<file path="src/rtl/flipflop_excitation_seq_pkg.sv">
// Shared types for the flip-flop excitation sequencer: FSM state encoding
// and excitation-style constants.
package flipflop_excitation_seq_pkg;

  typedef enum logic [1:0] {
    IDLE  = 2'd0,
    DRIVE = 2'd1,
    CHECK = 2'd2
  } state_t;

  localparam logic MODE_JK = 1'b0;
  localparam logic MODE_SR = 1'b1;

endpackage

</file>
<file path="src/rtl/flipflop_excitation_seq_jk_bank.sv">
// Bank of WIDTH JK flip-flops with true and complement outputs.
// Asynchronous active-low reset clears every flop to q=0.
module jk_bank #(
  parameter int WIDTH = 4
) (
  input  logic             clock,
  input  logic             rst,
  input  logic [WIDTH-1:0] j,
  input  logic [WIDTH-1:0] k,
  output logic [WIDTH-1:0] q,
  output logic [WIDTH-1:0] q_bar
);

  logic [WIDTH-1:0] r_q;
  logic [WIDTH-1:0] w_q_next;

  // JK characteristic: 00 hold, 01 reset, 10 set, 11 toggle.
  always_comb begin
    w_q_next = r_q;
    for (int i = 0; i < WIDTH; i++) begin
      case ({j[i], k[i]})
        2'b01:   w_q_next[i] = 1'b0;
        2'b10:   w_q_next[i] = 1'b1;
        2'b11:   w_q_next[i] = ~r_q[i];
        default: w_q_next[i] = r_q[i];
      endcase
    end
  end

  always_ff @(posedge clock or negedge rst) begin
    if (!rst) begin
      r_q <= '0;
    end else begin
      r_q <= w_q_next;
    end
  end

  assign q     = r_q;
  assign q_bar = ~r_q;

endmodule

</file>
<file path="src/rtl/flipflop_excitation_seq.sv">
// Accepts a target word, drives JK or SR excitation into a flop bank for one
// cycle, then reports completion and whether the bank reached the target.
module flipflop_excitation_seq
  import flipflop_excitation_seq_pkg::*;
#(
  parameter int WIDTH = 4,
  parameter int CNT_W = 8
) (
  input  logic             clock,
  input  logic             rst,
  input  logic             tgt_valid,
  output logic             tgt_ready,
  input  logic [WIDTH-1:0] tgt_data,
  input  logic             mode,
  output logic [WIDTH-1:0] j,
  output logic [WIDTH-1:0] k,
  output logic [WIDTH-1:0] q,
  output logic             done,
  output logic             err,
  output logic [CNT_W-1:0] tog_cnt,
  output state_t           dbg_state
);

  state_t           r_state;
  state_t           w_next_state;
  logic [WIDTH-1:0] r_tgt;
  logic             r_mode;
  logic [CNT_W-1:0] r_cnt;
  logic [WIDTH-1:0] w_j;
  logic [WIDTH-1:0] w_k;
  logic [WIDTH-1:0] w_q;
  logic [WIDTH-1:0] w_q_bar;
  logic [CNT_W:0]   w_pop;
  logic [CNT_W:0]   w_sum;
  logic [CNT_W-1:0] w_cnt_next;
  logic             w_accept;

  // Handshake: a word transfers on a rising edge where tgt_valid and
  // tgt_ready are both 1; tgt_ready is high only in IDLE.
  assign tgt_ready = (r_state == IDLE);
  assign w_accept  = tgt_ready && tgt_valid;

  always_comb begin
    w_next_state = r_state;
    case (r_state)
      IDLE:    if (w_accept) w_next_state = DRIVE;
      DRIVE:   w_next_state = CHECK;
      CHECK:   w_next_state = IDLE;
      default: w_next_state = IDLE;
    endcase
  end

  // SR excitation uses q_bar/q so set and reset are mutually exclusive per bit.
  always_comb begin
    w_j = '0;
    w_k = '0;
    if (r_state == DRIVE) begin
      if (r_mode == MODE_JK) begin
        w_j = r_tgt ^ w_q;
        w_k = r_tgt ^ w_q;
      end else begin
        w_j = r_tgt & w_q_bar;
        w_k = ~r_tgt & w_q;
      end
    end
  end

  always_comb begin
    w_pop = '0;
    for (int i = 0; i < WIDTH; i++) begin
      w_pop = w_pop + (CNT_W + 1)'(w_j[i] & w_k[i]);
    end
    w_sum      = {1'b0, r_cnt} + w_pop;
    w_cnt_next = w_sum[CNT_W] ? '1 : w_sum[CNT_W-1:0];
  end

  always_ff @(posedge clock or negedge rst) begin
    if (!rst) begin
      r_state <= IDLE;
      r_tgt   <= '0;
      r_mode  <= MODE_JK;
      r_cnt   <= '0;
    end else begin
      r_state <= w_next_state;
      if (w_accept) begin
        r_tgt  <= tgt_data;
        r_mode <= mode;
      end
      if (r_state == DRIVE) begin
        r_cnt <= w_cnt_next;
      end
    end
  end

  jk_bank #(
    .WIDTH(WIDTH)
  ) u_bank (
    .clock (clock),
    .rst   (rst),
    .j     (w_j),
    .k     (w_k),
    .q     (w_q),
    .q_bar (w_q_bar)
  );

  assign j         = w_j;
  assign k         = w_k;
  assign q         = w_q;
  assign done      = (r_state == CHECK);
  assign err       = (r_state == CHECK) && (w_q != r_tgt);
  assign tog_cnt   = r_cnt;
  assign dbg_state = r_state;

endmodule

</file>
<file path="config.mk">
export PLATFORM = sky130hd
export DESIGN_NAME = flipflop_excitation_seq
export DESIGN_NICKNAME = d
export VERILOG_FILES = /design/src/rtl/flipflop_excitation_seq_pkg.sv /design/src/rtl/flipflop_excitation_seq_jk_bank.sv /design/src/rtl/flipflop_excitation_seq.sv
export SDC_FILE = /design/constraint.sdc
export NUM_CORES = 1
export LEC_CHECK = 0
export CAP_MARGIN = 20
export CORE_AREA = 2 2 63 47
export CTS_CLUSTER_DIAMETER = 120
export DETAILED_ROUTE_END_ITERATION = 12
export DIE_AREA = 0 0 65 49
export PLACE_DENSITY = 0.87
export SYNTH_ARGS = -nofsm -noshare
export SYNTH_HDL_FRONTEND = slang
export SYNTH_SLANG_ARGS = --single-unit
</file>
<file path="constraint.sdc">
create_clock -name clock -period 7.1 [get_ports clock]
set_input_delay 0.71 -clock clock [delete_from_list [all_inputs] [get_ports clock]]
set_output_delay 0.71 -clock clock [all_outputs]
set_load 0.03 [all_outputs]
</file>
; ---- After elaboration in Yosys (flattened, before gate mapping)
; Cells that the tools add are included.
; W data, S select, Z words.
[classes]
addsub = 4
n_eq_ne = 16
muxes = 11
bitwise = 13
n_reduce_logical = 7
[ops]
columns = operator, n
row1 = $eq A2 B2 Y1 const B, 9
row2 = $mux W4, 4
row3 = $pmux W1 S3, 4
row4 = $reduce_bool A3 Y1, 4
row5 = $eq A2 B1 Y1 const B, 5
row6 = $add A8 B4 Y9, 1
row7 = $and A4 B4 Y4, 2
row8 = $mux W8, 1
row9 = $not A4 Y4, 2
row10 = $add A3 B1 Y4, 1
row11 = $and A1 B1 Y1, 4
row12 = $ne A4 B4 Y1, 1
row13 = $not A1 Y1, 4
row14 = $pmux W2 S2, 1
row15 = $xor A4 B4 Y4, 1
row16 = $add A2 B1 Y3, 1
row17 = $add A1 B1 Y2, 1
row18 = $logic_and A1 B1 Y1, 2
row19 = $logic_not A2 Y1, 1
row20 = $mux W2, 1
row21 = $ne A2 B1 Y1 const B, 1
[word_totals]
register_bits = 19
inputBits = 8
out_inout_bits = 25
wordCells = 59

; ---- Depth between registers and ports, before layout
[depth]
ltp_word = 10
depth_mapped = 14
ltp_nobuf = 14

; ---- Modules after synthesis
; From an unflattened synthesis, not the netlist that was laid out.
[hier_totals]
cells_unflattened = 122
hier_area_um2 = 1158.6
[modules_own_cells]
columns = module, instances, cells_each, area_each_um2, seq_area_each_um2
row1 = flipflop_excitation_seq, 1, 106, 1006.0, 375.4
row2 = jk_bank, 1, 16, 152.6, 100.1

; ---- Least setup slack after synthesis
; Ideal clock, no wire load.
[synth_path]
path_type = reg-to-reg
start = register u_bank.r_q[0], in the netlist u_bank.q[0]
end = register r_cnt[6], in the netlist tog_cnt[6]
setup_time_ps = 125
t_arrival_ps = 3101
required_time_ps = 6975
setup_slack_ps = 3874
path_stages_with_launch = 15
n_path_buf = 0
synth_period_minus_slack_ps = 3226
cell_sequence = dfrtp_1 > inv_1 > ha_1 > nor2_1 > a31oi_1 > nor2_1 > xor2_1 > ha_1 > inv_1 > fa_1 > inv_1 > fa_1 > nand3_2 > or3_1 > mux2_4
[synth_via]
elab_chain_len = 10
word_cells_on_any_way = 14
classes_between = add/sub (4) / mux (5) / bitwise (5)
[synth_rtl]
columns = element, line_no
row1 = "start, declared", flipflop_excitation_seq_jk_bank.sv:14  ; logic [WIDTH-1:0] r_q;
row2 = "start signal, assigned", flipflop_excitation_seq_jk_bank.sv:34  ; r_q <= w_q_next;
row3 = $not A4 Y4, flipflop_excitation_seq_jk_bank.sv:39  ; assign q_bar = ~r_q;
row4 = $and A4 B4 Y4, flipflop_excitation_seq.sv:62  ; w_j = r_tgt & w_q_bar;
row5 = $mux W4, flipflop_excitation_seq.sv:58  ; if (r_mode == MODE_JK) begin
row6 = $mux W4, flipflop_excitation_seq.sv:57  ; if (r_state == DRIVE) begin
row7 = $and A1 B1 Y1 *, flipflop_excitation_seq.sv:71  ; w_pop = w_pop + (CNT_W + 1)'(w_j[i] & w_k[i]);
row8 = $add A1 B1 Y2 *, flipflop_excitation_seq.sv:71
row9 = $add A2 B1 Y3 *, flipflop_excitation_seq.sv:71
row10 = $add A3 B1 Y4 *, flipflop_excitation_seq.sv:71
row11 = $add A8 B4 Y9 *, flipflop_excitation_seq.sv:73  ; w_sum = {1'b0, r_cnt} + w_pop;
row12 = $mux W8 *, flipflop_excitation_seq.sv:74  ; w_cnt_next = w_sum[CNT_W] ? '1 : w_sum[CNT_W-1:0];
row13 = "end signal, assigned", flipflop_excitation_seq.sv:90  ; r_cnt <= w_cnt_next;
row14 = "end, declared", flipflop_excitation_seq.sv:28  ; logic [CNT_W-1:0] r_cnt;
; Mark *: on every way between the ends. The rest lies on a longest branch, timed or not.
; A chain may end at the register's enable or synchronous reset.

; ---- Final worst setup path
; Same ends and word-level chain as after synthesis.

==> impl_metrics.toml <==
[hold_path]
holdCritPathClass = "reg2reg"
min_delay_worst_endpoint = "tog_cnt[4]"
timing.hold.worst_path_depth = 1
min_from = "tog_cnt[4]"

[layout]
finish.cell_count_without_fillers = 213
fin_nets = 198
post_route_cells_drive_above_1_share_pct = 6.78
layout-area-overhead-vs-synth_pct = 29.8
fin_area_sq_um = 1650
n_antenna_cell = 0
fill_cells = 225
finish.utilization_pct = 62.7

[clocking]
number_of_buffers_inserted_to_repair_setup_after_cts = 0
cts.sink_count = 19
clkTransAtPathRegs_ps = 80
cts_buffers = 3
clock_tree.htree_level_count = 1
ctsLongestPathBuffers = 2
post_cts_resize_count = 0
clk_latency_ps = 260
cts_hold_bufs = 0
clockRootBuffer = "sky130_fd_sc_hd__clkbuf_8"
tritoncts_clock_tree = "done"

[drt]
route.vias.total = 1168
drt-wirelength-per-cell_microns = 14.2
remaining_drc_errors = 0
post_drt_via_cell_ratio = 5.48
highest-signal-layer = "met4"
drt_first_iter_violations = 76
wl_met3_microns = 204
m1WireLength_microns = 1270
overall_routed_net_length_microns = 3020
detailroute.wirelength.met2_microns = 1500
firstDrtPassIters = 4
ant_nets = 0

[timing]
timing.fmax_ghz = 0.297
period_needed_ps = 3370
report.final.hold_viol_count = 0
clock_skew_ps = 3.02
setup_ws_ps = 3730
rsz0062_at_grt = "false"
final.period_utilization_pct = 47.5
worst_pin_slew_ps = 883
timing.final.max_slew_violations = 0
worst_hold_margin_ps = 519
maxSlewHeadroom_pct = 40.9
setup_viol = 0
fin_setup_tns_ps = 0

[global_route]
total_gr_overflow = 0
global_route.usage.total_pct = 20.8
grt_max_degree = 25
wire_length_of_the_first_global_routing_pass_microns = 5060
grt_pass1_vias = 1174
initial_antenna_violation_count = 0

[setup_path]
crit_required_ps = 7250
critPathLaunchType = "flop"
cp_max_fo = 5
regToRegEndpoint = "tog_cnt[6]"
cp_data_arrival_time_ps = 3520
worst-setup-path-type = "reg2reg"
regToRegSetupSlack_ps = 3730
crit_path_end_kind = "flop"
r2r_start = "u_bank.q[0]"
rr_worst_depth = 14

[synthesis]
synth_enable_flop_cells = 0
synth_sequential_area_ratio_pct = 37.5
synth_area_leaders = "sky130_fd_sc_hd__dfrtp_1 38%, sky130_fd_sc_hd__ha_1 9.9%, sky130_fd_sc_hd__a21oi_1 5.5%"
yosys_register_bits = 19
synth_largest_area_cell = "sky130_fd_sc_hd__dfrtp_1"
synthCells = 147
synth_cell_type_count = 33
synth-async-reset-ratio_pct = 100
synthFlopType = "sky130_fd_sc_hd__dfrtp_1"
yosysWarnings = 0
postSynthAreaPerCell_sq_um = 8.62
synth.top_cell.area_share_pct = 37.5
synth_fp_nets = 167
synthesis.area_sq_um = 1270

[pwr]
power.ir.vdd_worst_uv = 158
cellPowerDensity_nw_per_um2 = 329
total_leakage_power_nw = 0.756
post-layout-total-power_uw = 541

[run]
cap_viol_max_count = 0

[floorplan]
io-pin-count = 33
core_area_sq_um = 2620
rows = 16
floorplan.die_area_sq_um = 3190
fp.dieH_microns = 49
die_width_microns = 65
start_util_pct = 48.3

[place]
portBuffers = 32
dpl_worst_slack_ps = 3830
weighted_congestion_at_the_end_of_routability_driven_global_placement = 0.845
dp.cells = 209
postPlaceCellArea_sq_um = 1600
detailed_place_hpwl_microns = 2260

[run_status]
outcome = "finished, final reports clean"
## per-layer routing
metal  vias to the layer above  track usage [%]
met3                         6             6.24
met2                        42             36.9
li1                        555                -
met4                         0             7.09
met1                       565             23.7
met5                         -                0
## logic make-up (layout without fill, tap and decap cells)
family          after synthesis  in the layout  synth area share [%]
simple gates                 60             60                  23.5
compound gates               32             32                  14.5
flops                        19             19                  37.5
buf+inv                      18             48                  6.22
fa+ha+maj                    12             12                  13.0
mux                           4              4                  3.85
xor+xnor                      2              2                  1.38
## cell usage in the layout, fill, tap and decap left out
master	instances
sky130_fd_sc_hd__nand4_1	1
sky130_fd_sc_hd__mux2_2	3
sky130_fd_sc_hd__o211ai_1	3
sky130_fd_sc_hd__nand3_2	1
sky130_fd_sc_hd__a31oi_1	2
sky130_fd_sc_hd__nand2b_1	1
sky130_fd_sc_hd__nor2_1	16
sky130_fd_sc_hd__nand2_1	16
sky130_fd_sc_hd__nand2b_4	1
sky130_fd_sc_hd__clkbuf_8	3
sky130_fd_sc_hd__fa_1	2
sky130_fd_sc_hd__mux2_4	1
sky130_fd_sc_hd__inv_2	1
sky130_fd_sc_hd__nor2b_1	4
sky130_fd_sc_hd__a21o_1	1
sky130_fd_sc_hd__ha_1	10
sky130_fd_sc_hd__or3_1	3
sky130_fd_sc_hd__and3_1	5
sky130_fd_sc_hd__or2_1	1
sky130_fd_sc_hd__nor3_1	5
sky130_fd_sc_hd__clkinv_2	1
sky130_fd_sc_hd__and2b_1	1
sky130_fd_sc_hd__xor2_1	2
sky130_fd_sc_hd__nand3_1	3
sky130_fd_sc_hd__o211ai_2	1
sky130_fd_sc_hd__dfrtp_1	19
sky130_fd_sc_hd__inv_1	11
sky130_fd_sc_hd__clkdlybuf4s50_1	32
sky130_fd_sc_hd__and2_1	2
sky130_fd_sc_hd__a221oi_1	1
sky130_fd_sc_hd__a21oi_1	14
sky130_fd_sc_hd__o21ai_0	10
## report_power, final
part | internal [mW] | switching, mW | total [mW]
logic | 0.119 | 0.169 | 0.288
clock network | 0.0391 | 0.0398 | 0.0790
registers | 0.134 | 0.0401 | 0.174
total | 0.292 | 0.249 | 0.541
## cell type report
type	count	area, sq um	share of cell area, %
sequential	19	475	28.9
multi-input combinational	110	713	43.3
inverter	12	45.0	2.74
tap	36	45.0	2.74
clock buffer	3	41.3	2.51
clock inverter	1	5.00	0.304
timing repair buffer	32	320	19.5
## critical path: stages (launching register included)
cell                      delay [ps]
sky130_fd_sc_hd__dfrtp_1         420
sky130_fd_sc_hd__inv_1           110
sky130_fd_sc_hd__ha_1            360
sky130_fd_sc_hd__nor2_1          210
sky130_fd_sc_hd__a31oi_1          70
sky130_fd_sc_hd__nor2_1          190
sky130_fd_sc_hd__xor2_1          100
sky130_fd_sc_hd__ha_1            290
sky130_fd_sc_hd__inv_1            50
sky130_fd_sc_hd__fa_1            380
sky130_fd_sc_hd__inv_1            80
sky130_fd_sc_hd__fa_1            220
sky130_fd_sc_hd__nand3_2         120
sky130_fd_sc_hd__or3_1           360
sky130_fd_sc_hd__mux2_4          310
## worst max path at each step
stage,start,to,slack (ps)
3_3_place_gp,u_bank.q[0],tog_cnt[6],4030
5_1_grt,u_bank.q[0],tog_cnt[6],3540
2_1_floorplan,u_bank.q[0],tog_cnt[6],3870
3_5_place_dp,u_bank.q[0],tog_cnt[6],3830
4_1_cts,u_bank.q[0],tog_cnt[6],3780
6_report,u_bank.q[0],tog_cnt[6],3730
## flip-flops by register name, indices dropped and copies added (netlist names)
name / flops
dbg_state: 2
r_tgt: 4
r_mode: 1
tog_cnt: 8
u_bank.q: 4
## synthesized netlist by cell type, types with 4 or more instances
cell	count
sky130_fd_sc_hd__dfrtp_1	19
sky130_fd_sc_hd__nand2_1	16
sky130_fd_sc_hd__nor2_1	16
sky130_fd_sc_hd__a21oi_1	14
sky130_fd_sc_hd__inv_1	11
sky130_fd_sc_hd__ha_1	10
sky130_fd_sc_hd__o21ai_0	10
sky130_fd_sc_hd__and3_1	5
sky130_fd_sc_hd__nor3_1	5
sky130_fd_sc_hd__nor2b_1	4
No activity file was read; power rests on OpenSTA's default activity.
==> edit (same settings) <==
`WIDTH` is set to 4 in 2 places; all go to 3.
--- a/src/rtl/flipflop_excitation_seq_jk_bank.sv
+++ b/src/rtl/flipflop_excitation_seq_jk_bank.sv
@@ -2,5 +2,5 @@
 // Asynchronous active-low reset clears every flop to q=0.
 module jk_bank #(
-  parameter int WIDTH = 4
+  parameter int WIDTH = 3
 ) (
   input  logic             clock,
--- a/src/rtl/flipflop_excitation_seq.sv
+++ b/src/rtl/flipflop_excitation_seq.sv
@@ -4,5 +4,5 @@
   import flipflop_excitation_seq_pkg::*;
 #(
-  parameter int WIDTH = 4,
+  parameter int WIDTH = 3,
   parameter int CNT_W = 8
 ) (
Interface: changed (resized j, k, q and tgt_data); port bits go from 33 to 29. No check against the original RTL was run, so the function may have changed too.
==> edit against the unedited design <==
  * Wire length shrank 19%
  * Total power is 16% lower
  * Clock power shrank 9.4%
  * Synthesized area shrank 13%
  * First-iteration DRC count decreased by 54%
  * Via count is 17% lower
  * Final area decreased by 13%
  * Sequential cell count fell by 2
  * Hold slack improved by 0.027 ns
  * Count of clock-buffer cells in the layout grew 1
  * Setup slack gained 0.18 ns
  * Largest cell class unchanged
  * Highest routed layer unchanged
==> edit: results <==
[setup_path]
crit_arrival_ns = 3.36
cp_max_fo = 7
max_stage_delay_ns = 0.45
cp-endpoint = tog_cnt[4]

[routing]
dr_total_vias = 973
viasPerCell = 5.38
drtIter0Drc = 35
wl_per_cell_um = 13.6

[synth]
synth_compound_area_share_pct = 13.2
synth_area_leaders = dfrtp_1, ha_1, a21oi_1
yosysSeqAreaShare_pct = 38.7
synth_common_cells = dfrtp_1, a21oi_1, nand2_1
synth.area.mux_share_pct = 5.01
synthXorXnorAreaFrac_pct = 0.797
synth.avg_cell_area_um2 = 9.23
ys_types = 38
syn_nets = 136

[global_routing]
grt_use_total_pct = 16.8
grt_pass1_wl_um = 4100
first_global_vias = 906
grt_max_degree = 19

[timing]
fin_ws_ns = 3.91
hold_ws_ns = 0.546
tightest_slew_ns = 0.772
finalSetupTns_ns = 0
fin_worst_skew_ns = 0.000581

[power_and_ir_drop]
p_leak_nw = 0.647
ir_drop_uv = 194

[placed_design]
gp_congestion = 0.872
port_buffers = 28
dp_hpwl_um = 1890
dp.cells = 177
place_ws_ns = 3.96

[hold_path]
hold_end = r_tgt[1]
hold_start = r_tgt[1]

[cells_and_area]
layout-drive-gt1-share_pct = 8.97
fin_nets = 163
syn_to_final_growth_pct = 30.9

[run_status]
outcome = complete, no violations

[clocking]
h-tree-depth = 1
clk_path_buf_depth = 2
## edit: cell count changes in the layout (fill, tap and decap cells not counted), sizes merged, moves of 2 or more
cell	before	now
or3	3	1
dfrtp	19	17
nand2	16	11
and3	5	2
nand3	4	9
or2	1	3
nor2	16	3
or4	0	2
o211ai	4	0
clkdlybuf4s50	32	28
inv	12	8
o21ai	10	2
nor3	5	1
a21oi	14	16
## edit: area by class of cell
cell class / count / area (um2)
Fill cell: 222 / 1180
Multi-Input combinational cell: 88 / 612
Sequential cell: 17 / 425
Timing Repair Buffer: 28 / 280
Clock buffer: 4 / 45.0
Tap cell: 36 / 45.0
Inverter: 8 / 30.0
## edit: report_power, final
group          switching (mW)  internal [mW]
Combinational           0.129          0.105
Clock                  0.0318         0.0398
Sequential             0.0331          0.119
Total                   0.193          0.263
## edit: metal layers
metal	wire length, um	GRT usage [%]	vias up
met1	1140	22.7	461
met5	0	0	-
met3	143	4.62	4
li1	-	-	472
met4	29	6.74	0
met2	1140	25.6	36
